## src/rtl/knight_rider_scanner.sv

```systemverilog
// Bouncing-light LED scanner with run/stop button, selectable speed and pause/resume.
// Optional trailing tail LED when KR_TAIL_EN is defined.
module knight_rider_scanner #(
    parameter int NUM_LEDS = 10,
    parameter int DIV_N    = 2500000,
    parameter int PW       = $clog2(NUM_LEDS)
) (
    input  logic                CLK,
    input  logic                CLR,
    input  logic                OnOff,
    input  logic [1:0]          SPEED,
    output logic [NUM_LEDS-1:0] LEDR,
    output logic [PW-1:0]       POS,
    output logic                DIR,
    output logic                RUN
);

    typedef enum logic [1:0] {
        S_STOP,
        S_UP,
        S_DOWN
    } state_t;

    localparam logic [NUM_LEDS-1:0] ONE  = NUM_LEDS'(1);
    localparam logic [PW-1:0]       LAST = PW'(NUM_LEDS - 1);

    state_t              r_state;
    state_t              w_state_next;
    logic [PW-1:0]       r_pos;
    logic [PW-1:0]       w_pos_next;
    logic                r_dir;
    logic                w_dir_next;
    logic                r_run;
    logic                w_run_next;
    logic                w_resume;
    logic                w_press;
    logic                w_step;
    logic                w_wrap;
    logic                r_sync1;
    logic                r_sync2;
    logic                r_btn_prev;
    logic [31:0]         r_cnt;
    logic [31:0]         r_term;
    logic [31:0]         w_term_new;
    logic [NUM_LEDS-1:0] r_led;
    logic [NUM_LEDS-1:0] w_led_next;
    logic [NUM_LEDS-1:0] w_tail_mask;

    // Synchronise the button and keep its previous value for edge detection
    always_ff @(posedge CLK or posedge CLR) begin
        if (CLR) begin
            r_sync1    <= 1'b1;
            r_sync2    <= 1'b1;
            r_btn_prev <= 1'b1;
        end else begin
            r_sync1    <= OnOff;
            r_sync2    <= r_sync1;
            r_btn_prev <= r_sync2;
        end
    end

    assign w_press    = ~r_sync2 & r_btn_prev;
    assign w_term_new = (32'(DIV_N) << SPEED) - 32'd1;
    assign w_wrap     = r_run && (r_cnt == r_term);
    // A press on a wrap edge stops the scanner and drops the step
    assign w_step     = w_wrap && !w_press;

    // Step prescaler; terminal count reloads only on resume or wrap
    always_ff @(posedge CLK or posedge CLR) begin
        if (CLR) begin
            r_cnt  <= 32'd0;
            r_term <= 32'(DIV_N) - 32'd1;
        end else if (w_resume) begin
            r_cnt  <= 32'd0;
            r_term <= w_term_new;
        end else if (!w_run_next) begin
            r_cnt  <= 32'd0;
        end else if (w_wrap) begin
            r_cnt  <= 32'd0;
            r_term <= w_term_new;
        end else begin
            r_cnt  <= r_cnt + 32'd1;
        end
    end

    // Next state, position and direction
    always_comb begin
        w_state_next = r_state;
        w_pos_next   = r_pos;
        w_dir_next   = r_dir;
        w_resume     = 1'b0;
        unique case (r_state)
            S_STOP: begin
                if (w_press) begin
                    w_state_next = r_dir ? S_DOWN : S_UP;
                    w_resume     = 1'b1;
                end
            end
            S_UP: begin
                if (w_press) begin
                    w_state_next = S_STOP;
                end else if (w_step) begin
                    w_pos_next = r_pos + PW'(1);
                    if (w_pos_next == LAST) begin
                        w_state_next = S_DOWN;
                        w_dir_next   = 1'b1;
                    end
                end
            end
            S_DOWN: begin
                if (w_press) begin
                    w_state_next = S_STOP;
                end else if (w_step) begin
                    w_pos_next = r_pos - PW'(1);
                    if (w_pos_next == '0) begin
                        w_state_next = S_UP;
                        w_dir_next   = 1'b0;
                    end
                end
            end
            default: begin
                w_state_next = S_STOP;
            end
        endcase
    end

    assign w_run_next = (w_state_next != S_STOP);

`ifdef KR_TAIL_EN
    logic [PW-1:0] r_tail_pos;
    logic [PW-1:0] w_tail_pos_next;
    logic          r_tail_vld;
    logic          w_tail_vld_next;

    // Tail remembers the position vacated by the last step
    always_comb begin
        w_tail_pos_next = r_tail_pos;
        w_tail_vld_next = r_tail_vld;
        if (w_resume) begin
            w_tail_vld_next = 1'b0;
        end else if (w_step) begin
            w_tail_pos_next = r_pos;
            w_tail_vld_next = 1'b1;
        end
    end

    // Tail register
    always_ff @(posedge CLK or posedge CLR) begin
        if (CLR) begin
            r_tail_pos <= '0;
            r_tail_vld <= 1'b0;
        end else begin
            r_tail_pos <= w_tail_pos_next;
            r_tail_vld <= w_tail_vld_next;
        end
    end

    assign w_tail_mask = w_tail_vld_next ? (ONE << w_tail_pos_next) : '0;
`else
    assign w_tail_mask = '0;
`endif

    // LED pattern follows the next position so it changes with POS
    always_comb begin
        w_led_next = '0;
        if (w_run_next) begin
            w_led_next = (ONE << w_pos_next) | w_tail_mask;
        end
    end

    // State and output registers
    always_ff @(posedge CLK or posedge CLR) begin
        if (CLR) begin
            r_state <= S_STOP;
            r_pos   <= '0;
            r_dir   <= 1'b0;
            r_run   <= 1'b0;
            r_led   <= '0;
        end else begin
            r_state <= w_state_next;
            r_pos   <= w_pos_next;
            r_dir   <= w_dir_next;
            r_run   <= w_run_next;
            r_led   <= w_led_next;
        end
    end

    assign LEDR = r_led;
    assign POS  = r_pos;
    assign DIR  = r_dir;
    assign RUN  = r_run;

endmodule

```

## config.mk

```make
export PLATFORM = sky130hd
export DESIGN_NAME = knight_rider_scanner
export DESIGN_NICKNAME = d
export VERILOG_FILES = /design/src/rtl/knight_rider_scanner.sv
export SDC_FILE = /design/constraint.sdc
export NUM_CORES = 1
export LEC_CHECK = 0
export CAP_MARGIN = 20
export CORE_ASPECT_RATIO = 0.75
export CORE_MARGIN = 2
export CORE_UTILIZATION = 32
export CTS_BUF_LIST = sky130_fd_sc_hd__clkbuf_8
export DETAILED_ROUTE_END_ITERATION = 7
export PLACE_DENSITY = 0.46
export SLEW_MARGIN = 15
export SYNTH_ARGS = -nofsm -noshare
export SYNTH_HDL_FRONTEND = slang
export SYNTH_SLANG_ARGS = --single-unit
```

## constraint.sdc

```tcl
create_clock -name CLK -period 2.7 [get_ports CLK]
set_clock_uncertainty 0.15 [all_clocks]
set_input_delay 0.27 -clock CLK [delete_from_list [all_inputs] [get_ports CLK]]
set_output_delay 0.27 -clock CLK [all_outputs]
set_load 0.03 [all_outputs]
```

Yosys cells after proc, flatten, opt, wreduce, memory -nomap -nowiden

Cells that the tools add are included.

Bits in writable memories: 0
Memories: 0
Bits in latches: 0
Logic and storage cells: 69
Input bits: 5
Output and inout port bits: 16
ROM bits: 0
Register bits after elaboration: 85

Add/sub/neg operators: 4
Muxes and demuxes: 30
Multiply operators: 0
Divide/modulo/power cells: 0
Reduce and logical (&&, ||, !) cells: 11
Equality and inequality tests: 10
Shift operators: 2
$lt $le $gt $ge: 0
Bitwise operators: 2

Operator list:

| operator                                                             | number |
|---|---|
| 32-bit two-way mux                                                   | 6 |
| 32-bit by 1-bit adder with 32-bit output, second input constant      | 1 |
| 32-bit == test                                                       | 1 |
| 22-bit by 2-bit << shifter with 32-bit output, first input constant  | 1 |
| 32-bit by 1-bit subtractor with 32-bit output, second input constant | 1 |
| 2-bit two-way mux                                                    | 8 |
| 4-bit two-way mux                                                    | 4 |
| 2-bit != test, second input constant                                 | 6 |
| 10-bit two-way mux                                                   | 1 |
| 1-bit by 4-bit << shifter with 10-bit output, first input constant   | 1 |
| 1-bit two-way mux                                                    | 8 |
| 4-bit case mux with 2 select lines                                   | 1 |
| 2-bit nonzero test                                                   | 4 |
| 7-bit AND reduction                                                  | 1 |
| 2-bit case mux with 3 select lines                                   | 1 |
| 4-bit by 1-bit adder with 4-bit output, second input constant        | 1 |
| 4-bit == test, second input constant                                 | 1 |
| 4-bit logical NOT                                                    | 1 |
| 4-bit by 1-bit subtractor with 4-bit output, second input constant   | 1 |
| 2-bit by 1-bit == test with 1-bit output, second input constant      | 1 |
| 2-bit == test, second input constant                                 | 1 |
| 1-bit logical AND                                                    | 2 |
| 2-bit logical NOT                                                    | 1 |
| 1-bit case mux with 2 select lines                                   | 1 |
| other kinds (4)                                                      | 4 |

Logic depth before layout (Yosys ltp)

Gate-level depths: netlist of run 1.

Depth in word-level cells: 10
Depth in mapped cells: 14
Gate-level depth less buffers: 10

Worst setup path before layout of run 1

No wires, ideal clock.

Path kind: register -> register
From: register r_term[21]
To: register r_cnt[25]
Cell stages (with the launch flop): 12
Required time: 2.408 ns
Slack: -0.275 ns
Path buffers: 3
Period minus slack after synthesis: 2.975 ns
Arrival: 2.682 ns
Cells stage by stage: dfstp_2 clkbuf_1 xor2_1 a2111oi_4 nand2_2 nor4_4 a2111oi_1 a211oi_2 a21o_1 buf_6 buf_6 nor3_2

Longest elaborated chain between the ends: 9
Elaborated cells between the ends (all ways): 12
Those cells by class: eq/ne (1); mux (8); reduce/logical (3)

Ends and longest elaborated chain:

| element                              | line     | text |
|---|---|---|
| start, declared                      | 43       | `logic [31:0] r_term;` |
| start signal, assigned               | 72       | `r_term <= 32'(DIV_N) - 32'd1;` |
| start signal, assigned               | 75       | `r_term <= w_term_new;` |
| start signal, assigned               | 80       | `r_term <= w_term_new;` |
| 32-bit == test (*)                   | 64       | `assign w_wrap = r_run && (r_cnt == r_term);` |
| 1-bit logical AND (*)                | 64       |  |
| 1-bit logical AND                    | 66       | `assign w_step = w_wrap && !w_press;` |
| 2-bit two-way mux (on tied branches) | 113, 102 |  |
| 2-bit two-way mux (on tied branches) | 111, 100 |  |
| 2-bit case mux with 3 select lines   | 92       | `unique case (r_state)` |
| 2-bit nonzero test                   | 127      | `assign w_run_next = (w_state_next != S_STOP);` |
| 32-bit two-way mux (*)               | 76       | `end else if (!w_run_next) begin` |
| 32-bit two-way mux (*)               | 73       | `end else if (w_resume) begin` |
| end signal, assigned                 | 82       | `r_cnt <= r_cnt + 32'd1;` |
| end, declared                        | 42       | `logic [31:0] r_cnt;` |

Mark *: on every way between the ends. The rest lies on a longest branch, timed or not.
A chain may end at the register's enable or synchronous reset.

Worst setup path in the final report of run 1

From: register r_term[24]
To: register r_led[7] (netlist: LEDR[7])

Longest elaborated chain between the ends: 8
Elaborated cells between the ends (all ways): 16
Those cells by class: eq/ne (1); shift (1); mux (11); reduce/logical (3)

Ends and longest elaborated chain:

| element                                          | line     | text |
|---|---|---|
| 32-bit == test (*)                               | 64       |  |
| 1-bit logical AND (*)                            | 64       |  |
| 1-bit logical AND (*)                            | 66       |  |
| 4-bit two-way mux (on tied branches)             | 113, 102 |  |
| 4-bit two-way mux (on tied branches)             | 111, 100 |  |
| 4-bit case mux with 2 select lines (*)           | 92       |  |
| net w_pos_next[3]                                | 30       | `logic [PW-1:0] w_pos_next;` |
| 1-bit by 4-bit << shifter with 10-bit output (*) | 167      | `w_led_next = (ONE << w_pos_next) \| w_tail_mask;` |
| 10-bit two-way mux (*)                           | 166      | `if (w_run_next) begin` |
| net w_led_next[7]                                | 46       | `logic [NUM_LEDS-1:0] w_led_next;` |
| end signal, assigned                             | 184      | `r_led <= w_led_next;` |
| end, declared                                    | 45       | `logic [NUM_LEDS-1:0] r_led;` |

Mark *: on every way through the listed nets, which the timed path passes. The rest lies on a longest branch.

==> results of run 1 <==
kinds of logic after synthesis:
logic type | after synthesis | share of synthesized area
xor+xnor | 51 | 0.0987
simple gates | 217 | 0.284
fa+ha+maj | 16 | 0.0442
compound gates | 72 | 0.119
buf+inv | 48 | 0.0489
flops | 73 | 0.406
area by class of cell:
class                   count  share of cell area
clock buffers               9              0.0197
clock inverters             6              0.0145
inverters                  21              0.0129
multi-input cells         356               0.429
flip-flops and latches     73               0.292
well taps                 175              0.0348
repair buffers            137               0.197
sequential cells by signal, summed over array words and instances, names as in the netlist:
register	flops
r_btn_prev	1
RUN	1
POS	4
r_term	20
r_sync2	1
r_sync1	1
LEDR	10
DIR	1
r_state	2
r_cnt	32
what timing repair did:
| item | 4_1_cts | 5_1_grt |
|---|---|---|
| gates cloned | 0 | 2 |
| pin swaps | 33 | 19 |
| setup endpoints to repair | 69 | 70 |
| hold endpoints to repair | 0 | 0 |
| resized for setup | 41 | 29 |
| buffers inserted | 12 | 9 |
critical path, stage by stage (launching register included):
cell and delay (ns):
sky130_fd_sc_hd__dfrtp_1 0.41, sky130_fd_sc_hd__xnor2_1 0.17, sky130_fd_sc_hd__nand4_1 0.14, sky130_fd_sc_hd__or4_4 0.51, sky130_fd_sc_hd__buf_6 0.14, sky130_fd_sc_hd__buf_4 0.14
sky130_fd_sc_hd__nor3_4 0.21, sky130_fd_sc_hd__o21ai_2 0.09, sky130_fd_sc_hd__a221o_1 0.41, sky130_fd_sc_hd__a211o_4 0.37, sky130_fd_sc_hd__nor4_2 0.17
power groups by stage:
stage               Clock (mW)  Sequential (mW)  Combinational (mW)
detailed placement           0             1.29               0.938
global route              1.06             1.28                1.22
CTS                       1.01             1.27                1.03
finish                   0.980             1.27                1.12
floorplan                    0             1.28               0.577
global placement             0             1.29               0.938
placed cells by master (no fill, tap or decap), types with 7 or more instances in the layout:
master,instances
sky130_fd_sc_hd__a31oi_1,7
sky130_fd_sc_hd__ha_1,16
sky130_fd_sc_hd__dfstp_2,8
sky130_fd_sc_hd__buf_6,15
sky130_fd_sc_hd__nor3_1,13
sky130_fd_sc_hd__buf_12,7
sky130_fd_sc_hd__inv_1,15
sky130_fd_sc_hd__clkbuf_8,9
sky130_fd_sc_hd__nor3_2,34
sky130_fd_sc_hd__nand2_1,41
sky130_fd_sc_hd__o21ai_0,23
sky130_fd_sc_hd__xor2_1,34
sky130_fd_sc_hd__xnor2_1,17
sky130_fd_sc_hd__and3_1,11
sky130_fd_sc_hd__buf_4,94
sky130_fd_sc_hd__nand3_1,29
sky130_fd_sc_hd__dfrtp_1,63
sky130_fd_sc_hd__clkdlybuf4s50_1,20
sky130_fd_sc_hd__nand4_1,16
sky130_fd_sc_hd__nor2_1,17
layer usage:
metal | up-vias | global-route usage | part of all wire
li1 | 1953 | - | -
met1 | 1936 | 0.290 | 0.56
met2 | 61 | 0.244 | 0.39
met3 | 13 | 0.0313 | 0.033
met4 | 0 | 0.0529 | 0.015
met5 | - | 0 | 0
per-stage QoR:
stage          worst slack, ns  hold slack [ns]   util  TNS, ns  power [mW]
2_1_floorplan           -0.231            0.124      -    -9.66        1.86
3_3_place_gp            -0.396            0.195  0.407   -18.21        2.23
3_5_place_dp            -0.444            0.197  0.407   -20.57        2.23
4_1_cts                 -0.329           0.0326  0.442   -17.36        3.32
5_1_grt                 -0.520           0.0516  0.458   -30.79        3.56
6_report                -0.321           0.0398  0.458   -16.61        3.38
how the worst max path moves through the flow:
stage | slack [ns] | depth (start not counted) | to
2_1_floorplan | -0.23 | 10 | r_cnt[23]$_DFF_PP0_
3_3_place_gp | -0.40 | 10 | LEDR[6]$_DFF_PP0_
3_5_place_dp | -0.44 | 10 | r_cnt[2]$_DFF_PP0_
4_1_cts | -0.33 | 10 | r_cnt[15]$_DFF_PP0_
5_1_grt | -0.52 | 12 | r_cnt[15]$_DFF_PP0_
6_report | -0.32 | 10 | LEDR[7]$_DFF_PP0_
==> results.rst, run 1 <==
.. list-table::
   :header-rows: 1

   * - Metric
     - Value
   * - Internal Power
     - 2.22 mW
   * - Setup repair after global routing missed its margin
     - yes
   * - FF+latch count, synth
     - 73
   * - Worst Path Arrival
     - 3.13 ns
   * - Peak supply drop
     - 0.000230 V
   * - Yosys warns
     - 0
   * - Placeable core region
     - between 10000 and 15000 um^2
   * - Number of iterations in the first detailed-routing pass
     - 5
   * - Fill cell instance count of the final layout
     - 1314
   * - Failing checks
     - negative setup slack
   * - Required time worst endpoint
     - around 2.8 ns
   * - Source of the worst register-to-register timing path
     - r_term[24]$_DFFE_PP0P_
   * - Part of the total power dissipated in combinational logic
     - 0.333
   * - Number of sinks handled by clock tree synthesis
     - 73
   * - Flip-flop cell with the highest count after synthesis
     - sky130_fd_sc_hd__dfrtp_1
   * - Gate count of the mapped netlist
     - ~480
   * - Timing-limited maximum frequency
     - approximately 330 MHz
   * - Number of DRC violations after detailed-routing iteration 0
     - about 220
   * - Y dimension of the die
     - around 110 um
   * - TritonCTS clock tree
     - done
   * - Hold Path Class
     - input pin to async pin
   * - PnR worst setup slack
     - -0.321 ns
   * - H-tree depth reported by CTS
     - 3
   * - Worst R2R End
     - LEDR[7]$_DFF_PP0_
   * - Final-report hold violation count
     - 0
   * - Remaining number of nets flagged by the antenna check after routing
     - 0
   * - Port-buffer cells
     - 20
   * - Total nets after synthesis
     - 498
   * - Critical path origin
     - r_term[24]$_DFFE_PP0P_
   * - Final Net Count
     - slightly above 600
   * - Post-CTS clock slew at the launch and capture registers of the worst setup and hold paths
     - roughly 0.090 ns
   * - GPL Wtd Cong
     - roughly 0.84
   * - Post-cts hold buffer count
     - 0
   * - Proportion of synthesized flip-flops having asynchronous set or reset
     - 1.00
   * - Ports
     - 21
   * - HPWL after detailed placement
     - between 9 and 10 mm
   * - Maximum number of pins on one net before global-route repair
     - 61
   * - Diode insertion count for antenna repair
     - 0
   * - Number of distinct library cell variants in the gate-level netlist after synthesis
     - 57
   * - Most numerous cell in the Yosys netlist
     - sky130_fd_sc_hd__dfrtp_1
   * - Actual slew at the worst max-slew pin
     - approximately 0.84 ns
   * - Part of the cycle the worst path needs
     - 1.12
   * - FF-to-FF path depth
     - 10
   * - Critical path endpoint category
     - register
   * - Reg-to-reg setup timing slack
     - -0.32 ns
   * - Portion of total power attributed to the clock network
     - 0.290
   * - Starting density of the core
     - 0.329
   * - Post-synth EDFFs
     - 0
   * - Number of remaining DRC errors
     - 0
   * - Num CTS Buffers
     - 9
   * - Number of cell rows
     - 37
   * - Clock tree root driver cell
     - sky130_fd_sc_hd__clkbuf_8
   * - Number of standard cells in the layout, taps in and fillers out
     - 777
   * - Cell area after placement
     - 5600 um^2
   * - Overall overflow remaining after global route
     - 0
   * - Reported net switching power
     - around 1.2 mW
   * - Cell area after synthesis
     - around 4500 um^2
   * - Die ar.
     - 15100 um^2
   * - Post-route minimum period
     - approximately 3.0 ns
   * - Cell leakage power
     - approximately 2.6 nW
   * - CP Launch Type
     - register
   * - Synthesized area per cell
     - between 9 and 10 um^2
   * - Floorplan die width
     - about 140 um
   * - Antenna violations before repair
     - 0
   * - Overall fraction of global-route tracks in use
     - 0.182
   * - Type of the setup path with the least slack
     - register to register
   * - Number of placed instances with taps included
     - 740
   * - Clock latency of the later-clocked register in the worst-skew pair
     - 0.36 ns
   * - Average detailed-routed wire length per instance
     - ~17 um
   * - Global-route wire length before repair
     - ~21 mm
   * - Storage element area
     - 1840 um^2
   * - Share of the yosys chip area belonging to registers
     - 0.406
   * - Finished layout cell area
     - roughly 6300 um^2
   * - Switching power as a share of total power
     - 0.341
   * - Number of buffers between clock root and the deepest sink
     - 2
   * - Maximum Capacitance Violations
     - 0
   * - Top fanout value on the critical path
     - 8
   * - Status
     - finished, violations left
   * - Cell type with the largest total area after synthesis
     - sky130_fd_sc_hd__dfrtp_1
   * - Number of slew-limit violations in the final report
     - 0
   * - Vias in the first global route
     - roughly 4000
   * - Multi-input logic area
     - around 2700 um^2
   * - Area share of the largest cell type after synthesis
     - 0.359
   * - Total setup violations reported at the end of the flow
     - 66
   * - Total number of vias
     - between 3000 and 4000
   * - Synth top area cells
     - sky130_fd_sc_hd__dfrtp_1 (36%), sky130_fd_sc_hd__nor3_2 (6.6%), sky130_fd_sc_hd__xor2_1 (6.6%), sky130_fd_sc_hd__dfstp_2 (4.6%), sky130_fd_sc_hd__ha_1 (4.4%)
   * - Sequential fraction of design power
     - 0.377
   * - Worst max-slew margin expressed relative to the limit
     - 0.443
   * - Area Growth Syn to Fin
     - 39.0%
   * - Via density per instance
     - about 5.1
   * - Share of cells above drive strength 1
     - 0.372
   * - Power density relative to cell area
     - 537 nW/um^2
   * - Most common library cells after synthesis
     - sky130_fd_sc_hd__dfrtp_1 (65), sky130_fd_sc_hd__nand2_1 (44), sky130_fd_sc_hd__xor2_1 (34), sky130_fd_sc_hd__nand3_1 (31), sky130_fd_sc_hd__nor3_2 (30)
   * - Total Wirelength
     - ~13 mm
(Power assumes the default switching activity.)
==> run 2, diff against run 1 <==
CELL_PAD_IN_SITES_DETAIL_PLACEMENT = 0   (was not set)
CELL_PAD_IN_SITES_GLOBAL_PLACEMENT = 1   (was not set)
PLACE_DENSITY = 0.57   (was 0.46)
==> results.rst, run 2 (synthesis results as in run 1) <==
.. list-table::
   :header-rows: 1

   * - Metric
     - Value
   * - Status
     - finished, violations left (unchanged)
   * - Failing checks
     - negative setup slack (unchanged)
   * - TritonCTS clock tree
     - done (unchanged)
   * - Floorplan die width
     - 141 um (unchanged)
   * - Number of cell rows
     - 37 (unchanged)
   * - Number of buffers between clock root and the deepest sink
     - 2 (unchanged)
   * - Max reg flops
     - 32 (unchanged)
   * - Worst max-slew margin expressed relative to the limit
     - 0.515 (was 0.443)
   * - Timing-limited maximum frequency
     - 339 MHz (was 331 MHz)
   * - Commonest cells after routing, fill and taps aside
     - sky130_fd_sc_hd__buf_4 (80), sky130_fd_sc_hd__dfrtp_1 (62), sky130_fd_sc_hd__nand2_1 (41), sky130_fd_sc_hd__nor3_2 (35), sky130_fd_sc_hd__xor2_1 (32) (was sky130_fd_sc_hd__buf_4 (94), sky130_fd_sc_hd__dfrtp_1 (63), sky130_fd_sc_hd__nand2_1 (41), sky130_fd_sc_hd__xor2_1 (34), sky130_fd_sc_hd__nor3_2 (34))
   * - Post-route minimum period
     - 2.95 ns (was 3.02 ns)
   * - Total setup violations reported at the end of the flow
     - 66 (unchanged)
   * - Part of the total power dissipated in combinational logic
     - 0.344 (was 0.333)
   * - Largest Register
     - r_cnt (unchanged)
   * - Cell leakage power
     - 2.66 nW (was 2.64 nW)
   * - Type of the setup path with the least slack
     - register to register (unchanged)
   * - Number of iterations in the first detailed-routing pass
     - 5 (unchanged)
   * - Total negative setup slack
     - -11.89 ns (was -16.61 ns)
   * - Final Net Count
     - 613 (was 619)
   * - Highest routed layer
     - met4 (unchanged)
   * - Peak supply drop
     - 0.000274 V (was 0.000230 V)
   * - Port-buffer cells
     - 20 (unchanged)
   * - Vias in the first global route
     - 4076 (was 3987)
   * - CP Launch Type
     - register (unchanged)
   * - Share of cells above drive strength 1
     - 0.390 (was 0.372)
   * - Sequential fraction of design power
     - 0.377 (about the same)
   * - Overall overflow remaining after global route
     - 0 (unchanged)
   * - Hold Path Class
     - input pin to async pin (unchanged)
   * - Via density per instance
     - 5.19 (was 5.10)
   * - Total Wirelength
     - 13.3 mm (was 13.1 mm)
   * - Maximum number of pins on one net before global-route repair
     - 74 (was 61)
   * - Remaining number of nets flagged by the antenna check after routing
     - 0 (unchanged)
   * - Average detailed-routed wire length per instance
     - 17.2 um (was 16.9 um)
   * - Number of slew-limit violations in the final report
     - 0 (unchanged)
   * - Part of the cycle the worst path needs
     - 1.09 (was 1.12)
   * - Number of remaining DRC errors
     - 0 (unchanged)
   * - Setup repair after global routing missed its margin
     - yes (unchanged)
   * - Area Growth Syn to Fin
     - 41.5% (was 39.0%)
   * - Clock tree root driver cell
     - sky130_fd_sc_hd__clkbuf_8 (unchanged)
   * - Ports
     - 21 (unchanged)
   * - Die ar.
     - 15100 um^2 (unchanged)
   * - Overall power of the completed layout
     - 3.39 mW (was 3.38 mW)
   * - Detailed-routed wire length on met3
     - 387 um (was 427 um)
   * - Actual slew at the worst max-slew pin
     - 0.728 ns (was 0.836 ns)
   * - Portion of total power attributed to the clock network
     - 0.279 (was 0.290)
   * - Fill cell instance count of the final layout
     - 1288 (was 1314)
   * - GPL Wtd Cong
     - 0.859 (was 0.841)
   * - Antenna violations before repair
     - 0 (unchanged)
   * - Top fanout value on the critical path
     - 4 (was 8)
   * - Num CTS Buffers
     - 9 (unchanged)
   * - Number of sinks handled by clock tree synthesis
     - 73 (unchanged)
   * - Post-CTS clock slew at the launch and capture registers of the worst setup and hold paths
     - 0.10 ns (was 0.09 ns)
   * - PnR worst setup slack
     - -0.247 ns (was -0.321 ns)
   * - Placeable core region
     - 13700 um^2 (unchanged)
   * - Diode insertion count for antenna repair
     - 0 (unchanged)
   * - H-tree depth reported by CTS
     - 3 (unchanged)
   * - Number of DRC violations after detailed-routing iteration 0
     - 230 (was 224)
   * - Required time worst endpoint
     - 2.83 ns (was 2.80 ns)
   * - Cell area after placement
     - 5570 um^2 (was 5600 um^2)
   * - Finished layout cell area
     - 6410 um^2 (was 6290 um^2)
   * - HPWL after detailed placement
     - 8.95 mm (was 9.11 mm)
   * - Starting density of the core
     - 0.329 (unchanged)
   * - Detailed-route wire length on metal 1
     - 7.13 mm (was 7.31 mm)
   * - Reported net switching power
     - 1.21 mW (was 1.15 mW)
   * - Overall fraction of global-route tracks in use
     - 0.184 (was 0.182)
   * - Internal Power
     - 2.17 mW (was 2.22 mW)
   * - Most common library cell in the layout ignoring fill and taps
     - sky130_fd_sc_hd__buf_4 (unchanged)
   * - Total number of vias
     - 4010 (was 3963)
   * - Critical path endpoint category
     - register (unchanged)
   * - Final-report hold violation count
     - 0 (unchanged)
   * - Switching power as a share of total power
     - 0.359 (was 0.341)
   * - Clock latency of the later-clocked register in the worst-skew pair
     - 0.37 ns (was 0.36 ns)
   * - Y dimension of the die
     - 107 um (unchanged)
   * - Power density relative to cell area
     - 528 nW/um^2 (was 537 nW/um^2)
   * - Global-route wire length before repair
     - 21.9 mm (was 21.5 mm)
   * - Maximum Capacitance Violations
     - 0 (unchanged)
   * - Length of routed met2 wiring
     - 5.64 mm (was 5.18 mm)
   * - Worst Path Arrival
     - 3.07 ns (was 3.13 ns)
-- run 2: cell count changes in the layout (fill, tap and decap cells not counted), sizes merged --
cell / delta
inv: +3
clkinv: -2
bufbuf: +1
buf: -8
clkbuf: +1
bufinv: -1
clkinvlp: +1
-- run 2: metrics by stage --
stage | cells | utilization | setup slack, ns | hold WS (ns)
2_1_floorplan | 477 | - | -0.231 | 0.124
3_3_place_gp | 736 | 0.405 | -0.419 | 0.197
3_5_place_dp | 736 | 0.405 | -0.434 | 0.202
4_1_cts | 767 | 0.455 | -0.194 | 0.133
5_1_grt | 772 | 0.466 | -0.362 | 0.142
6_report | 772 | 0.466 | -0.247 | 0.131
-- run 2: worst paths after layout --
kind | startpoint | end | slack (ns) | depth (start not counted)
max in group asynchronous | CLR | r_term[8]$_DFFE_PP1P_ | 1.86 | 3
min in group CLK | OnOff | r_sync1$_DFF_PP1_ | 0.15 | 1
setup / recovery | r_term[24]$_DFFE_PP0P_ | LEDR[2]$_DFF_PP0_ | -0.25 | 11
hold / removal | CLR | LEDR[4]$_DFF_PP0_ | 0.13 | 3
setup reg to reg | r_term[24]$_DFFE_PP0P_ | LEDR[2]$_DFF_PP0_ | -0.25 | 11
hold reg to reg | r_sync1$_DFF_PP1_ | r_sync2$_DFF_PP1_ | 0.21 | 0
-- run 2: timing repair --
item	4_1_cts	5_1_grt
hold buffers	0	0
pin swaps	50	21
gates resized for setup	81	24
gates cloned	1	2
setup buffers	16	6
setup endpoints to repair	69	70
-- run 2: layout make-up --
cell class,count,area [um^2],area share
Clock inverter,7,83.8,0.0131
Inverter,21,78.8,0.0123
Tap cell,175,219,0.0342
Sequential cell,73,1840,0.287
Multi-Input combinational cell,356,2800,0.437
Clock buffer,9,124,0.0193
Timing Repair Buffer,131,1260,0.197
-- run 2: worst max-delay path: stages, from the launching register on --
cell	delay, ns
sky130_fd_sc_hd__dfrtp_2	0.46
sky130_fd_sc_hd__xnor2_1	0.17
sky130_fd_sc_hd__nand4_1	0.11
sky130_fd_sc_hd__or4_4	0.53
sky130_fd_sc_hd__buf_6	0.15
sky130_fd_sc_hd__nor3_4	0.19
sky130_fd_sc_hd__o21ai_2	0.09
sky130_fd_sc_hd__buf_4	0.15
sky130_fd_sc_hd__a22oi_2	0.33
sky130_fd_sc_hd__inv_2	0.12
sky130_fd_sc_hd__buf_4	0.16
sky130_fd_sc_hd__nor4_2	0.25
-- run 2: power groups by stage --
| stage | clock network, mW | logic, mW | registers [mW] |
|---|---|---|---|
| 6_report | 0.945 | 1.17 | 1.27 |
| 5_1_grt | 1.02 | 1.26 | 1.28 |
| 4_1_cts | 0.969 | 1.06 | 1.27 |
| 3_5_place_dp | 0 | 0.930 | 1.29 |
| 3_3_place_gp | 0 | 0.926 | 1.29 |
| 2_1_floorplan | 0 | 0.577 | 1.28 |
-- run 2: per-layer routing --
metal,track usage,vias to the layer above
li1,-,1946
met1,0.281,1993
met2,0.262,57
met3,0.0366,14
met4,0.0471,0
met5,0,-
